File: src/rtl/rs_pkg.sv
// Shared RS(15,11) / GF(2^4) definitions used by the encoder and every decoder stage.
package rs_pkg;

    localparam int M     = 4;
    localparam int N     = 15;
    localparam int K     = 11;
    localparam int NSYN  = N - K;
    localparam int FCR   = 1;
    localparam int CNT_W = 4;

    localparam logic [M:0]   PRIM_POLY = 5'b10011;
    localparam logic [M-1:0] POLY_LOW  = PRIM_POLY[M-1:0];

    // alpha^i for i = 0..14, alpha = x over x^4+x+1
    localparam logic [M-1:0] ALPHA_POW [0:N-1] = '{
        4'h1, 4'h2, 4'h4, 4'h8, 4'h3, 4'h6, 4'hC, 4'hB,
        4'h5, 4'hA, 4'h7, 4'hE, 4'hF, 4'hD, 4'h9
    };

    typedef logic [M-1:0]      sym_t;
    typedef logic [NSYN*M-1:0] syn_vec_t;

    typedef enum logic {
        ST_IDLE,
        ST_ACCUM
    } state_t;

endpackage

File: src/rtl/rs_syndrome_calc_if.sv
// Symbol-stream input and syndrome-result output of the RS syndrome stage.
interface rs_syndrome_calc_if;
    import rs_pkg::*;

    logic     sof;
    logic     sym_valid;
    sym_t     sym_in;
    syn_vec_t syn_out;
    logic     syn_valid;
    logic     err_flag;
    logic     busy;
    logic     frame_abort;

    modport master (
        output sof, sym_valid, sym_in,
        input  syn_out, syn_valid, err_flag, busy, frame_abort
    );

    modport slave (
        input  sof, sym_valid, sym_in,
        output syn_out, syn_valid, err_flag, busy, frame_abort
    );

endinterface

File: src/rtl/rs_syndrome_calc_gf16_mul.sv
// Combinational GF(2^4) multiplier: shift-and-add with reduction by x^4+x+1.
module gf16_mul
    import rs_pkg::*;
(
    input  sym_t a,
    input  sym_t b,
    output sym_t p
);

    sym_t prod;
    sym_t shifted;

    // NOTE: blocking assignments here build a combinational chain inside one evaluation.
    always_comb begin
        prod    = '0;
        shifted = a;
        for (int i = 0; i < M; i++) begin
            if (b[i]) prod = prod ^ shifted;
            shifted = shifted[M-1] ? ((shifted << 1) ^ POLY_LOW) : (shifted << 1);
        end
        p = prod;
    end

endmodule

File: src/rtl/rs_syndrome_calc.sv
// RS(15,11) syndrome calculator: Horner evaluation of the received word at alpha^1..alpha^4.
module rs_syndrome_calc
    import rs_pkg::*;
(
    input  logic               clk,
    input  logic               rst,
    rs_syndrome_calc_if.slave  bus
);

    localparam logic [CNT_W-1:0] LAST_CNT = CNT_W'(N - 1);

    state_t           state_q, state_d;
    logic [CNT_W-1:0] cnt_q, cnt_d;
    sym_t             acc_q [NSYN];
    sym_t             acc_d [NSYN];
    sym_t             mul_out [NSYN];
    syn_vec_t         syn_out_q, syn_out_d;
    logic             syn_valid_q, syn_valid_d;
    logic             err_flag_q, err_flag_d;
    logic             frame_abort_q, frame_abort_d;

    logic start;
    logic last_sym;

    assign start    = bus.sof & bus.sym_valid;
    assign last_sym = (state_q == ST_ACCUM) & bus.sym_valid & ~bus.sof & (cnt_q == LAST_CNT);

    for (genvar g = 0; g < NSYN; g++) begin : g_syn
        gf16_mul u_mul (
            .a (acc_q[g]),
            .b (ALPHA_POW[FCR + g]),
            .p (mul_out[g])
        );
    end

    // NOTE: non-blocking assignments for every flop so all registers update from pre-edge values.
    always_ff @(posedge clk or posedge rst) begin
        if (rst) state_q <= ST_IDLE;
        else     state_q <= state_d;
    end

    always_comb begin
        state_d = state_q;
        case (state_q)
            ST_IDLE:  if (start) state_d = ST_ACCUM;
            ST_ACCUM: if (last_sym) state_d = ST_IDLE;
            default:  state_d = ST_IDLE;
        endcase
    end

    always_comb begin
        bus.busy        = (state_q == ST_ACCUM);
        bus.syn_out     = syn_out_q;
        bus.syn_valid   = syn_valid_q;
        bus.err_flag    = err_flag_q;
        bus.frame_abort = frame_abort_q;
    end

    // NOTE: every variable gets a default first so no path leaves one unassigned (no latches).
    always_comb begin
        acc_d         = acc_q;
        cnt_d         = cnt_q;
        syn_out_d     = syn_out_q;
        syn_valid_d   = 1'b0;
        err_flag_d    = err_flag_q;
        frame_abort_d = 1'b0;

        if (start) begin
            // An sof arriving mid-frame throws the partial frame away and restarts.
            for (int g = 0; g < NSYN; g++) acc_d[g] = bus.sym_in;
            cnt_d         = CNT_W'(1);
            frame_abort_d = (state_q == ST_ACCUM);
        end else if ((state_q == ST_ACCUM) && bus.sym_valid) begin
            for (int g = 0; g < NSYN; g++) acc_d[g] = mul_out[g] ^ bus.sym_in;
            cnt_d = cnt_q + CNT_W'(1);
            if (last_sym) begin
                for (int g = 0; g < NSYN; g++) syn_out_d[g*M +: M] = acc_d[g];
                syn_valid_d = 1'b1;
                err_flag_d  = |syn_out_d;
                cnt_d       = '0;
            end
        end
    end

    // NOTE: the accumulator array is only NSYN registers, so it is reset along with the rest.
    always_ff @(posedge clk or posedge rst) begin
        if (rst) begin
            cnt_q         <= '0;
            acc_q         <= '{default: '0};
            syn_out_q     <= '0;
            syn_valid_q   <= 1'b0;
            err_flag_q    <= 1'b0;
            frame_abort_q <= 1'b0;
        end else begin
            cnt_q         <= cnt_d;
            acc_q         <= acc_d;
            syn_out_q     <= syn_out_d;
            syn_valid_q   <= syn_valid_d;
            err_flag_q    <= err_flag_d;
            frame_abort_q <= frame_abort_d;
        end
    end

endmodule
File: src/flat_wrapper.sv
// flat-port wrapper written by rule: the top's interface ports become plain ports
module rs_syndrome_calc_flat import rs_pkg::*;
  (clk, rst, bus_sof, bus_sym_valid, bus_sym_in, bus_syn_out, bus_syn_valid, bus_err_flag, bus_busy, bus_frame_abort);
  rs_syndrome_calc_if bus_i ();
  input  logic clk;
  input  logic rst;
  input wire logic [$bits(bus_i.sof)-1:0] bus_sof;
  input wire logic [$bits(bus_i.sym_valid)-1:0] bus_sym_valid;
  input wire logic [$bits(bus_i.sym_in)-1:0] bus_sym_in;
  output wire logic [$bits(bus_i.syn_out)-1:0] bus_syn_out;
  output wire logic [$bits(bus_i.syn_valid)-1:0] bus_syn_valid;
  output wire logic [$bits(bus_i.err_flag)-1:0] bus_err_flag;
  output wire logic [$bits(bus_i.busy)-1:0] bus_busy;
  output wire logic [$bits(bus_i.frame_abort)-1:0] bus_frame_abort;
  assign bus_i.sof = bus_sof;
  assign bus_i.sym_valid = bus_sym_valid;
  assign bus_i.sym_in = bus_sym_in;
  assign bus_syn_out = bus_i.syn_out;
  assign bus_syn_valid = bus_i.syn_valid;
  assign bus_err_flag = bus_i.err_flag;
  assign bus_busy = bus_i.busy;
  assign bus_frame_abort = bus_i.frame_abort;
  rs_syndrome_calc u_core (.clk(clk), .rst(rst), .bus(bus_i));
endmodule
File: config.mk
export PLATFORM = sky130hd
export DESIGN_NAME = rs_syndrome_calc_flat
export DESIGN_NICKNAME = d
export VERILOG_FILES = /design/src/rtl/rs_pkg.sv /design/src/rtl/rs_syndrome_calc_if.sv /design/src/rtl/rs_syndrome_calc_gf16_mul.sv /design/src/rtl/rs_syndrome_calc.sv /design/src/flat_wrapper.sv
export SDC_FILE = /design/constraint.sdc
export NUM_CORES = 1
export LEC_CHECK = 0
export CORE_MARGIN = 2
export CORE_UTILIZATION = 25
export CTS_CLUSTER_SIZE = 8
export DETAILED_ROUTE_END_ITERATION = 8
export MAX_ROUTING_LAYER = met4
export SLEW_MARGIN = 20
export SYNTH_ARGS = -nofsm -noshare
export SYNTH_HDL_FRONTEND = slang
export SYNTH_HIERARCHICAL = 1
export SYNTH_SLANG_ARGS = --single-unit
export TNS_END_PERCENT = 100
File: constraint.sdc
create_clock -name clk -period 1.9 [get_ports clk]
set_input_delay 0.38 -clock clk [delete_from_list [all_inputs] [get_ports clk]]
set_output_delay 0.38 -clock clk [all_outputs]
set_load 0.01 [all_outputs]
-- Word level (Yosys, flattened, before mapping)
Cells that the tools add are included.
- bits in registers: 40
- input bits: 8
- mux-type cells: 19
- add/sub/neg operators: 1
- equal/unequal tests: 1
- reductions and logical operators: 4
- bitwise gates (word level): 19
- operator list (cell ; count):
    two-way mux 16 bit ; 2
    XOR 4 bit ; 5
    OR reduction 16 bit ; 1
    two-way mux 2 bit ; 7
    inverter 2 bit ; 7
    two-way mux 4 bit ; 3
    two-way mux 1 bit ; 6
    adder 4 x 1 -> 4 bit, second input constant ; 1
    bitwise AND 1 bit ; 4
    == test 4 bit, second input constant ; 1
    inverter 1 bit ; 3
    AND reduction 3 bit ; 1
    case mux 1 bit (2 select lines) ; 1
    nonzero test 2 bit ; 1
    logical AND 1 bit ; 1

-- Logic depth before layout (Yosys ltp)
- depth after elaboration: 9
- gate-level depth with buffers: 9

-- Hierarchy
Netlist, hierarchy kept.
- by module, submodules not included (module ; sequential area each (um2) ; cells an instance ; area each (um2) ; instances):
    rs_syndrome_calc ; 1001.0 ; 223 ; 2110.8 ; 1
    gf16_mul at u_core.g_syn[1].u_mul ... ; 0.0 ; 37 ; 244.0 ; 3
    gf16_mul at u_core.g_syn[0].u_mul ; 0.0 ; 35 ; 260.2 ; 1

-- Least setup slack after synthesis
OpenSTA, ideal clock, no wires.
- path kind: flip-flop to flip-flop
- from: register u_core/acc_q[3] (netlist name)
- to: register u_core.err_flag_q, in the netlist u_core/bus.err_flag
- cell stages (with the launch flop): 10
- path slack: -0.041 ns
- arrival: 1.813 ns
- cells stage by stage: dfrtp_1 -> buf_4 -> xnor2_1 -> mux2i_1 -> a21oi_1 -> xor2_1 -> xnor2_1 -> nand4_1 -> nor4_1 -> a21oi_1
- RTL lines (item ; line ; source):
    from (decl) ; rs_syndrome_calc.sv:14 ; sym_t acc_q [NSYN];
    from (signal assigned) ; rs_syndrome_calc.sv:89 ; acc_q <= '{default: '0};
    from (signal assigned) ; rs_syndrome_calc.sv:96 ; acc_q <= acc_d;
    to (signal assigned) ; rs_syndrome_calc.sv:99 ; err_flag_q <= err_flag_d;
    to (decl) ; rs_syndrome_calc.sv:19 ; logic err_flag_q, err_flag_d;

==> results.md <==
- Status: complete, but fails checks
- Failing checks: negative setup slack
- RD Place Congestion: 0.8280
- Crit path max fanout: 2
- Top cell type's share of synthesized area: 32.26%
- Drt pass-1 iters: 4
- CTS tree: built
- Remaining Overflow, GRT: 0
- Period utilization: 103.3%
- Die Area: 13320 sq um
- # nets final: 538
- Critical path, cell by cell: xnor2_2 -> mux2i_1 -> a21oi_1 -> xor2_1 -> xnor2_1 -> nand4_1 -> nor4_2 -> a21oi_1
- Starting Density: 25.73%
- Initial antenna violation count: 0
- Worst setup EP type: flop
- H-tree depth: 2
- Slew Limit Fails: 0
- Vias in the first global route: 2689
- IO Port Bufs: 27
- Startpoint types: flop
- Rows: 40
- # Max-Cap Violations: 0
- Die extent in x: 115.4 microns
- Worst path arrival time: 2.12 ns
- Via density: 3.991
- Clk sink count: 40
- Leak: 2.012 nW
- CTS Buffer Depth: 2
- Routed Antenna Nets: 0
- First-pass GRT wire length: 12.68 mm
- Worst hold slack: 0.4604 ns
- Vias after detailed routing: 2778
- Setup ws final: -0.06235 ns
- IO Count: 28
- Crit path kind: flop to flop
- # DRC: 0
- Num CTS Buffers: 5
- Hold WC Path Type: input pin to asynchronous set/reset pin
- Pin count of the biggest net entering global routing: 41
- DRT iter0 DRCs: 107
- Minimum clock period: 1.962 ns
- Worst path max stage delay: 0.41 ns
- Reg2Reg Setup Slack: -0.06 ns
- Fmax: 0.5096 GHz
- Cells after Synth: 369
- Dpl cells: 680
- Worst clock skew: 0.004105 ns
- N_diodes: 0
- Yosys warns: 6
- Setup violations, final: 1
- Top cells by area, synth: dfrtp_1 32%, xnor2_1 13%, nand2_1 9.0%
- Non-Filler Instances: 696
- Syn Area/Cell: 8.409 sq um
- RSZ-0062 raised after global routing: yes
- Filler cells: 1246
- Post-Syn Area: 3103 sq um
- GRT Util Overall: 12.19%
- Area growth syn-to-layout: 44.72%
- Clk slew on worst S/H paths: 0.06 ns
- Final hold violation count: 0
- Register bit total from synthesis: 40
- Worst-Skew Late Latency: 0.28 ns
- Worst Path Buf+Inv: 0
- Dpl ws: -0.1341 ns
- Slew of the pin with the lowest slew margin: 0.8132 ns
- Dpl hpwl: 5.615 mm
- Core Region: 12060 sq um
- Hold-fix buffers, CTS: 0
- PD cells: 1032 nW/um^2
- Sequential cell area fraction in the yosys report: 32.26%
- Synth area leader: dfrtp_1
- Power Total: 4.635 mW
- Clk Tree Root Cell: clkbuf_16
- Max VDD drop: 0.0003689 V
- Routed wire length: 7.547 mm
- Slowest cell on crit path: dfrtp_1
- Share of layout cells above drive strength 1: 20.45%
- Die H: 115.4 microns
- Critical path's most frequent cell: a21oi_1
- WL/cell: 10.84 microns
- Top delay family on crit path: XOR/XNOR gates
- Slew HR: 45.78%
- Synth unique cells: 35
- Req. time, crit path: 2.06 ns
[power by group]
part / switching, mW / internal (mW)
sequential: 0.116 / 0.960
combinational: 1.28 / 1.46
clock: 0.343 / 0.477
[sequential cells by signal, indices dropped and copies added, names as in the netlist]
name / cells
u_core/bus.syn_valid: 1
u_core/bus.syn_out: 16
u_core/cnt_q: 4
u_core/bus.frame_abort: 1
u_core/acc_q: 16
u_core/bus.err_flag: 1
u_core/bus.busy: 1
[final timing paths]
check | start | to | depth (start not counted)
worst max register to register | u_core/acc_q[3] | u_core/bus.err_flag | 8
worst min-delay path | rst | u_core/bus.syn_out[14] | 3
min in group clk | u_core/bus.syn_out[9] | u_core/bus.syn_out[9] | 2
worst min register to register | u_core/bus.syn_out[9] | u_core/bus.syn_out[9] | 2
max in group asynchronous | rst | u_core/acc_q[11] | 3
worst max-delay path | u_core/acc_q[3] | u_core/bus.err_flag | 8
[metrics by stage]
step,utilization [%],TNS (ns),instance area [sq um]
after CTS,36.55,-0.06738,4408
after floorplan,-,0,3411
after global routing,37.23,-0.2423,4491
final,37.23,-0.06235,4491
after global placement,34.97,-0.3875,4218
after detailed placement,34.97,-0.7097,4218
[synthesized netlist by cell type, drive strengths merged]
cell	count
nand2	74
or3	1
nand3	2
xor2	24
buf	19
ha	2
xnor2	46
a22oi	6
nand4	5
nor4	1
inv	2
dfrtp	40
clkbuf	5
a21oi	27
mux2	5
o2bb2ai	1
o21ai	23
conb	2
mux2i	3
nor2b	22
nor3b	9
and3	1
a22o	16
a311o	1
nand2b	8
nor2	23
o211ai	1
[worst register-to-register path, stage by stage (launching register included)]
cell and delay, ns:
dfrtp_1 0.41, xnor2_2 0.20, mux2i_1 0.09, a21oi_1 0.17, xor2_1 0.27, xnor2_1 0.20
nand4_1 0.15, nor4_2 0.27, a21oi_1 0.09
[cell families after synthesis]
kind of cell / Yosys count / synth area share [%]
buffers and inverters: 26 / 5.040
AND/OR/NAND/NOR: 146 / 22.66
multiplexers: 8 / 2.782
XOR/XNOR: 70 / 19.76
other: 2 / 0.2420
flip-flops: 40 / 32.26
AO/OA/AOI/OAI: 75 / 16.45
adder cells (fa/ha/maj): 2 / 0.8063
[timing repair]
| action | CTS | global route |
|---|---|---|
| endpoints found under the setup margin | 2 | 6 |
| setup buffers | 3 | 8 |
| gates resized for setup | 6 | 8 |
| pin swaps | 11 | 16 |
[per-layer routing]
metal / vias up / GRT usage [%] / wire length (microns)
met2: 37 / 19.53 / 3428
met4: 0 / 1.687 / 26
met5: - / - / 0
met1: 1276 / 16.39 / 3847
met3: 4 / 2.406 / 245
li1: 1461 / - / -
[final cells by class]
cell class	count	area (sq um)	area share (%)
Clock buffer	5	125.1	2.786
Multi-Input combinational cell	383	2320	51.66
Sequential cell	40	1002	22.32
Clock inverter	2	12.51	0.2786
Inverter	2	7.507	0.1672
Timing Repair Buffer	96	813.3	18.11
Tap cell	168	210.2	4.681
[layout by cell type (no fill, tap or decap), types with 3 or more instances in the layout]
| master | netlist | final |
|---|---|---|
| a21oi_1 | 15 | 15 |
| nand2b_1 | 8 | 8 |
| o21ai_1 | 1 | 4 |
| nand2_1 | 74 | 74 |
| mux2i_1 | 3 | 3 |
| nor2b_2 | 3 | 4 |
| clkdlybuf4s50_1 | 0 | 27 |
| o21ai_0 | 21 | 18 |
| nand4_1 | 5 | 5 |
| clkbuf_16 | 0 | 5 |
| mux2_2 | 5 | 4 |
| xnor2_1 | 46 | 42 |
| a22oi_1 | 6 | 6 |
| xnor2_2 | 0 | 4 |
| nor2_1 | 23 | 23 |
| dfrtp_1 | 40 | 39 |
| nor2b_1 | 19 | 18 |
| xor2_1 | 24 | 23 |
| conb_1 | 2 | 82 |
| buf_4 | 4 | 67 |
| nor3b_1 | 7 | 6 |
| a21oi_2 | 12 | 11 |
| a22o_1 | 16 | 16 |
Power figures use the tool's default switching activity.
